===== src/rtl/axil_rd_arbiter.sv =====
// Round-robin arbiter funnelling S_COUNT AXI4-lite read requesters onto one
// downstream read channel, with one transaction in flight at a time.
module axil_rd_arbiter #(
  parameter int S_COUNT    = 4,
  parameter int ADDR_WIDTH = 32,
  parameter int DATA_WIDTH = 32
) (
  input  logic                          clk,
  input  logic                          rst_n,

  input  logic [S_COUNT*ADDR_WIDTH-1:0] s_axil_araddr,
  input  logic [S_COUNT*3-1:0]          s_axil_arprot,
  input  logic [S_COUNT-1:0]            s_axil_arvalid,
  output logic [S_COUNT-1:0]            s_axil_arready,
  output logic [S_COUNT*DATA_WIDTH-1:0] s_axil_rdata,
  output logic [S_COUNT*2-1:0]          s_axil_rresp,
  output logic [S_COUNT-1:0]            s_axil_rvalid,
  input  logic [S_COUNT-1:0]            s_axil_rready,

  output logic [ADDR_WIDTH-1:0]         m_axil_araddr,
  output logic [2:0]                    m_axil_arprot,
  output logic                          m_axil_arvalid,
  input  logic                          m_axil_arready,
  input  logic [DATA_WIDTH-1:0]         m_axil_rdata,
  input  logic [1:0]                    m_axil_rresp,
  input  logic                          m_axil_rvalid,
  output logic                          m_axil_rready,

  output logic [S_COUNT-1:0]            grant,
  output logic                          busy
);

  localparam int IDXW = (S_COUNT > 1) ? $clog2(S_COUNT) : 1;

  typedef enum logic [1:0] {IDLE, ADDR, DATA, RESP} state_t;

  state_t                  state, state_next;
  logic [IDXW-1:0]         last_grant;
  logic [IDXW-1:0]         cur_idx;
  logic [IDXW-1:0]         win_idx;
  logic [IDXW-1:0]         cand;
  logic                    win_found;
  logic [S_COUNT-1:0]      win_onehot;
  logic [S_COUNT-1:0]      cur_onehot;
  logic [ADDR_WIDTH-1:0]   addr_q;
  logic [2:0]              prot_q;
  logic [DATA_WIDTH-1:0]   data_q;
  logic [1:0]              resp_q;

  // Search starts one past the last served port so every requester gets a turn.
  always_comb begin
    win_found  = 1'b0;
    win_idx    = '0;
    cand       = '0;
    win_onehot = '0;
    for (int unsigned i = 0; i < S_COUNT; i++) begin
      cand = IDXW'((32'(last_grant) + 1 + i) % S_COUNT);
      if (!win_found && s_axil_arvalid[cand]) begin
        win_found = 1'b1;
        win_idx   = cand;
      end
    end
    if (win_found) win_onehot[win_idx] = 1'b1;
  end

  always_comb begin
    cur_onehot          = '0;
    cur_onehot[cur_idx] = 1'b1;
  end

  always_comb begin
    state_next     = state;
    s_axil_arready = '0;
    s_axil_rvalid  = '0;
    m_axil_arvalid = 1'b0;
    m_axil_rready  = 1'b0;
    case (state)
      IDLE: begin
        // Gated by rst_n so no address is accepted while reset is held.
        if (win_found && rst_n) begin
          s_axil_arready = win_onehot;
          state_next     = ADDR;
        end
      end
      ADDR: begin
        m_axil_arvalid = 1'b1;
        if (m_axil_arready) state_next = DATA;
      end
      DATA: begin
        m_axil_rready = 1'b1;
        if (m_axil_rvalid) state_next = RESP;
      end
      RESP: begin
        s_axil_rvalid = cur_onehot;
        if (s_axil_rready[cur_idx]) state_next = IDLE;
      end
      default: state_next = IDLE;
    endcase
  end

  always_ff @(posedge clk or negedge rst_n) begin
    if (!rst_n) begin
      state      <= IDLE;
      last_grant <= IDXW'(S_COUNT - 1);
      cur_idx    <= '0;
      addr_q     <= '0;
      prot_q     <= '0;
      data_q     <= '0;
      resp_q     <= '0;
    end else begin
      state <= state_next;
      if (state == IDLE && win_found) begin
        cur_idx <= win_idx;
        addr_q  <= s_axil_araddr[int'(win_idx)*ADDR_WIDTH +: ADDR_WIDTH];
        prot_q  <= s_axil_arprot[int'(win_idx)*3 +: 3];
      end
      if (state == DATA && m_axil_rvalid) begin
        data_q <= m_axil_rdata;
        resp_q <= m_axil_rresp;
      end
      if (state == RESP && s_axil_rready[cur_idx]) last_grant <= cur_idx;
    end
  end

  assign busy          = (state != IDLE);
  assign grant         = busy ? cur_onehot : '0;
  assign m_axil_araddr = addr_q;
  assign m_axil_arprot = prot_q;
  assign s_axil_rdata  = {S_COUNT{data_q}};
  assign s_axil_rresp  = {S_COUNT{resp_q}};

endmodule


===== config.mk =====
export PLATFORM = sky130hd
export DESIGN_NAME = axil_rd_arbiter
export DESIGN_NICKNAME = d
export VERILOG_FILES = /design/src/rtl/axil_rd_arbiter.sv
export SDC_FILE = /design/constraint.sdc
export NUM_CORES = 1
export LEC_CHECK = 0
export ABC_AREA = 1
export BUFFER_PORTS_ARGS = -buffer_cell sky130_fd_sc_hd__buf_4
export CAP_MARGIN = 20
export CORE_AREA = 2 2 144 146
export CTS_CLUSTER_DIAMETER = 40
export DETAILED_ROUTE_END_ITERATION = 10
export DIE_AREA = 0 0 146 148
export HOLD_SLACK_MARGIN = 0.03
export SLEW_MARGIN = 10
export SYNTH_ARGS = -nofsm -noshare
export SYNTH_HDL_FRONTEND = slang
export SYNTH_SLANG_ARGS = --single-unit

===== constraint.sdc =====
create_clock -name clk -period 3.3 [get_ports clk]
set_input_delay 0.66 -clock clk [delete_from_list [all_inputs] [get_ports clk]]
set_output_delay 0.66 -clock clk [all_outputs]
set_load 0.05 [all_outputs]

# ---- After elaboration in Yosys (flattened, before gate mapping)
# Cells that the tools add are included.
dict set report op_classes {
  n_bitwise 0
  addsub 4
  mul 1
  div_mod_pow 0
  n_reduce_logical 15
  magnitude_cmp 8
  muxes 34
  shifts 2
  eq_ne 7
}
# operator n
set op_table {}
lappend op_table {{indexed part select 128 x 8 -> 32 bit} 1}
lappend op_table {{2-to-1 mux 4 bit} 5}
lappend op_table {{< comparator 2 x 3 -> 1 bit, second input constant} 6}
lappend op_table {{2-to-1 mux 2 bit} 8}
lappend op_table {{2-to-1 mux 1 bit} 13}
lappend op_table {{indexed part select 12 x 5 -> 3 bit} 1}
lappend op_table {{binary-select mux 1 bit (select 2 bit)} 5}
lappend op_table {{logical AND 1 bit} 9}
lappend op_table {{!= test 2 bit, second input constant} 4}
lappend op_table {{case mux 2 bit (4 select lines)} 1}
lappend op_table {{adder 2 x 1 -> 2 bit, second input constant} 2}
lappend op_table {{adder 2 bit, second input constant} 2}
lappend op_table {{demux 1 bit (select 2 bit)} 2}
lappend op_table {{equality test 2 bit, second input constant} 2}
lappend op_table {{>= comparator 2 x 1 -> 1 bit, second input constant} 2}
lappend op_table {{multiplier 2 x 2 -> 4 bit, second input constant} 1}
lappend op_table {{AND reduction 4 bit} 1}
lappend op_table {{logical NOT 1 bit} 3}
lappend op_table {{equality test 2 x 1 -> 1 bit, second input constant} 1}
lappend op_table {{logical NOT 2 bit} 1}
lappend op_table {{nonzero test 2 bit} 1}
dict set report totals {
  input_bits 186
  latchBits 0
  regBits 75
  output_inout_bits 186
  mem_bits_ro 0
  mem_count 0
  wordCells 78
  ram_bits 0
}

# ---- Depth between registers and ports, before layout
dict set report logic_depth {
  depth_word 20
  depth_mapped 16
  depth_no_buf 14
}

# ---- Worst setup path before layout
# Ideal clock, no wire load.
dict set report synth_path {
  path_kind {flip-flop to output port}
  from {register last_grant[0]}
  to {output port s_axil_arready[0]}
  t_arrival_ns 2.657
  path_buffers 2
  path_slack_ns -0.017
  stages_incl_launch_ff 13
  t_required_ns 2.640
  cell_sequence {dfstp_2 buf_6 inv_4 nand2_1 nand2_1 nand2_1 nand2_2 nor2_4 nand3_4 nand2_4 buf_2 nand3_1 nor3_1}
}
dict set report synth_via {
  elab_chain_cells 20
  elab_cells_between_ends 35
  cone_classes {4 x add/sub; 2 x order compare; 21 x mux; 8 x reduce/logical}
}
# item line
set synth_rtl {}
lappend synth_rtl {{from (decl)} 38} ;# logic [IDXW-1:0] last_grant;
lappend synth_rtl {{from (signal assigned)} 104} ;# last_grant <= IDXW'(S_COUNT - 1);
lappend synth_rtl {{from (signal assigned)} 121} ;# if (state == RESP && s_axil_rready[cur_idx]) last_grant <= cur_idx;
lappend synth_rtl {{adder 2 x 1 -> 2 bit (*)} 57} ;# cand = IDXW'((32'(last_grant) + 1 + i) % S_COUNT);
lappend synth_rtl {{branches (longest 17 deep; another with < comparator 2 x 3 -> 1 bit)} --}
lappend synth_rtl {{2-to-1 mux 4 bit (*)} 80} ;# if (win_found && rst_n) begin
lappend synth_rtl {{2-to-1 mux 4 bit (*)} 77} ;# case (state)
lappend synth_rtl {{to (decl)} 14} ;# output logic [S_COUNT-1:0] s_axil_arready,
# Mark *: on every way between the ends. The select of a mux whose other input is x is not followed.

# ---- Final worst setup path
dict set report layout_path {
  from {register last_grant[0]}
  to {output port s_axil_arready[2]}
}
# Same word-level chain as after synthesis.

==> results.json <==
{
  "synth_nets": 873,
  "fin_crit_sh_pct": 97.52,
  "port_buffers": 371,
  "row_count": 52,
  "dieArea_um2": 21610,
  "endpoint_kind": "primary output",
  "maxCapViolCount": 0,
  "drv_slew": 0,
  "via_count": 5395,
  "area_growth_pct": 49.10,
  "timing.final.crit_period_ps": 3218,
  "hold_ws_ps": 239.5,
  "drt_pass1_iterations": 4,
  "syn-cell-area_um2": 5211,
  "ctsHtreeMaxLevel": 3,
  "grt_pass1_vias": 5141,
  "required_ps": 2640,
  "fmax_ghz": 0.3107,
  "grt_overflow": 0,
  "dp.final_hpwl_mm": 15.23,
  "avgViaCountPerCell": 4.455,
  "core_um2": 20040,
  "syn_avg_cell_area_um2": 7.630,
  "outcome": "completed",
  "max_slew.worst_pin.slew_ps": 716.1,
  "initial_core_util_pct": 26.01,
  "die_y_um": 148,
  "ios": 372,
  "path_cells": "buf_4, nand2_1, nand3_1, nand2_1, nor2_4, nand3_4, nand2_4, nand3_1, nor3_1, buf_4",
  "path_buf_inv": 2,
  "yosysSeqAreaShare_pct": 36.06,
  "gp_congestion": 0.8147,
  "grt_pass1_wl_mm": 29.15,
  "synthArstFlopShare_pct": 100.0,
  "numCtsBuffers": 9,
  "worst_slack_ps": 81.79,
  "wire_per_inst_um": 16.26,
  "grt_max_degree": 71,
  "skew_ps": 11.69,
  "die-width_um": 146,
  "critical_path.slowest_cell": "dfstp_2",
  "startpoint_type": "flop",
  "wl_mm": 19.70,
  "groute.usage.overall_pct": 17.42,
  "hold_buffers": 0,
  "cts_root_buf": "clkbuf_16",
  "hold_class": "in -> async",
  "clkLatencyLatePin_ps": 330,
  "antenna_left": 0,
  "hold_viol": 0,
  "finalSetupTns_ps": 0,
  "drt-initial-drc-count": 162,
  "fin_nets": 1125,
  "tritoncts": "built",
  "syn_inst": 683,
  "cpPeakStageDelay_ps": 630,
  "clk_pin_slew_ps": 60,
  "antenna_found_initial": 1,
  "slew_headroom_pct": 52.26,
  "ys_ff_latch": 75,
  "path_class": "reg -> out",
  "critPathTopFamily": "simple AND/OR/NAND/NOR gates",
  "drc": 0,
  "place_ws_ps": 393.7,
  "cts.sinks": 75,
  "critPathArrivalTime_ps": 2560,
  "yosysWarnings": 0,
  "ys.flop_type": "dfrtp_1",
  "clk_path_buf_depth": 2,
  "synth-edff-count": 0,
  "final_layout_size_suffix_gt1_share_pct": 47.87,
  "yosysUniqueCellTypes": 29,
  "setup_viol": 0,
  "worstPathMaxFanout": 20
}
[placed cells by master (no fill, tap or decap), types with 2 or more instances in the layout]
master	netlist	routed
buf_4	106	383
nand3_1	184	184
nand2_1	184	183
dfrtp_1	73	73
mux2_2	34	34
inv_1	15	15
nor2_1	14	14
clkbuf_16	0	9
nand2_2	4	5
inv_2	4	4
ha_1	4	4
nand2_4	3	3
nor3_1	3	3
o21ai_0	3	3
nand4_1	2	2
a21oi_1	2	2
clkinv_2	0	2
bufinv_16	0	2
clkbuf_1	10	2
dfstp_2	2	2
[worst paths after layout]
kind / from / to / slack, ps / cells after the start
worst max-delay path: last_grant[0] / s_axil_arready[2] / 80 / 10
worst max register to register: last_grant[0] / m_axil_araddr[21] / 500 / 14
worst min register to register: m_axil_arprot[2] / m_axil_arprot[2] / 480 / 2
worst min-delay path: rst_n / m_axil_araddr[28] / 240 / 1
min in group clk: m_axil_arprot[2] / m_axil_arprot[2] / 480 / 2
max in group asynchronous: rst_n / last_grant[1] / 2290 / 2
[flip-flops by register name, summed over array words and instances (netlist names)]
signal	cells
cur_idx	2
m_axil_arprot	3
m_axil_araddr	32
resp_q	2
last_grant	2
data_q	32
state	2
[per-layer routing]
layer | up-vias | track usage [%] | share of wire (%)
li1 | 2648 | - | -
met1 | 2473 | 20.54 | 40
met2 | 258 | 29.46 | 49
met3 | 16 | 6.790 | 9.6
met4 | 0 | 5.194 | 1.8
met5 | - | 0 | 0
[metrics by stage]
step           utilization (%)  instances  instance area (µm²)
2_1_floorplan                -        683                 5211
3_3_place_gp             37.18       1193                 7450
3_5_place_dp             37.18       1193                 7450
4_1_cts                  38.72       1209                 7760
5_1_grt                  38.77       1211                 7770
6_report                 38.77       1211                 7770
[cell usage after synthesis, types with 2 or more instances]
library cell    n  share of area [%]
mux2_2         34                7.3
nand2_2         4               0.48
inv_1          15                1.1
nor2_1         14                1.0
nand2_1       184                 13
nand2_4         3               0.65
nand4_1         2               0.24
clkbuf_1       10               0.72
dfstp_2         2                1.0
ha_1            4               0.96
inv_2           4               0.29
nand3_1       184                 18
a21oi_1         2               0.19
dfrtp_1        73                 35
buf_2          25                2.4
nor3_1          3               0.29
o21ai_0         3               0.29
buf_4         106                 15
[area by class of cell]
cell class,instances,area (µm²)
fillers,2123,12270
flip-flops and latches,75,1879
multi-input cells,445,2283
repair buffers,383,2875
inverters,21,81.33
clock inverters,5,77.57
well taps,270,337.8
clock buffers,11,232.7
diodes,1,2.502
[logic make-up (layout without fill, tap and decap cells)]
| kind of cell | after synthesis | count (layout) | synth area share (%) |
|---|---|---|---|
| fa+ha+maj | 4 | 4 | 0.9604 |
| simple gates | 398 | 398 | 34.45 |
| mux | 34 | 34 | 7.347 |
| other cells | 0 | 1 | 0 |
| buf+inv | 163 | 420 | 20.17 |
| compound gates | 9 | 9 | 1.009 |
| flops | 75 | 75 | 36.06 |
[repair_timing]
action,in CTS,in global routing
resized for setup,0,0
setup endpoints to repair,0,3
buffers inserted,0,1
[worst register-to-register path, stage by stage (launching register included)]
cell and delay, ps:
dfstp_2 630, buf_4 150, nand2_1 50, nand2_1 90, nand2_1 70, nand2_2 80
clkinv_1 120, nand3_4 140, nand2_4 170, nand2_4 100, buf_4 560, nand2_1 250
nand3_1 150, nand3_1 90, nand2_1 70
Power is not shown: default switching activity piles up to over one toggle a cycle in this logic, so the estimate is an artifact.
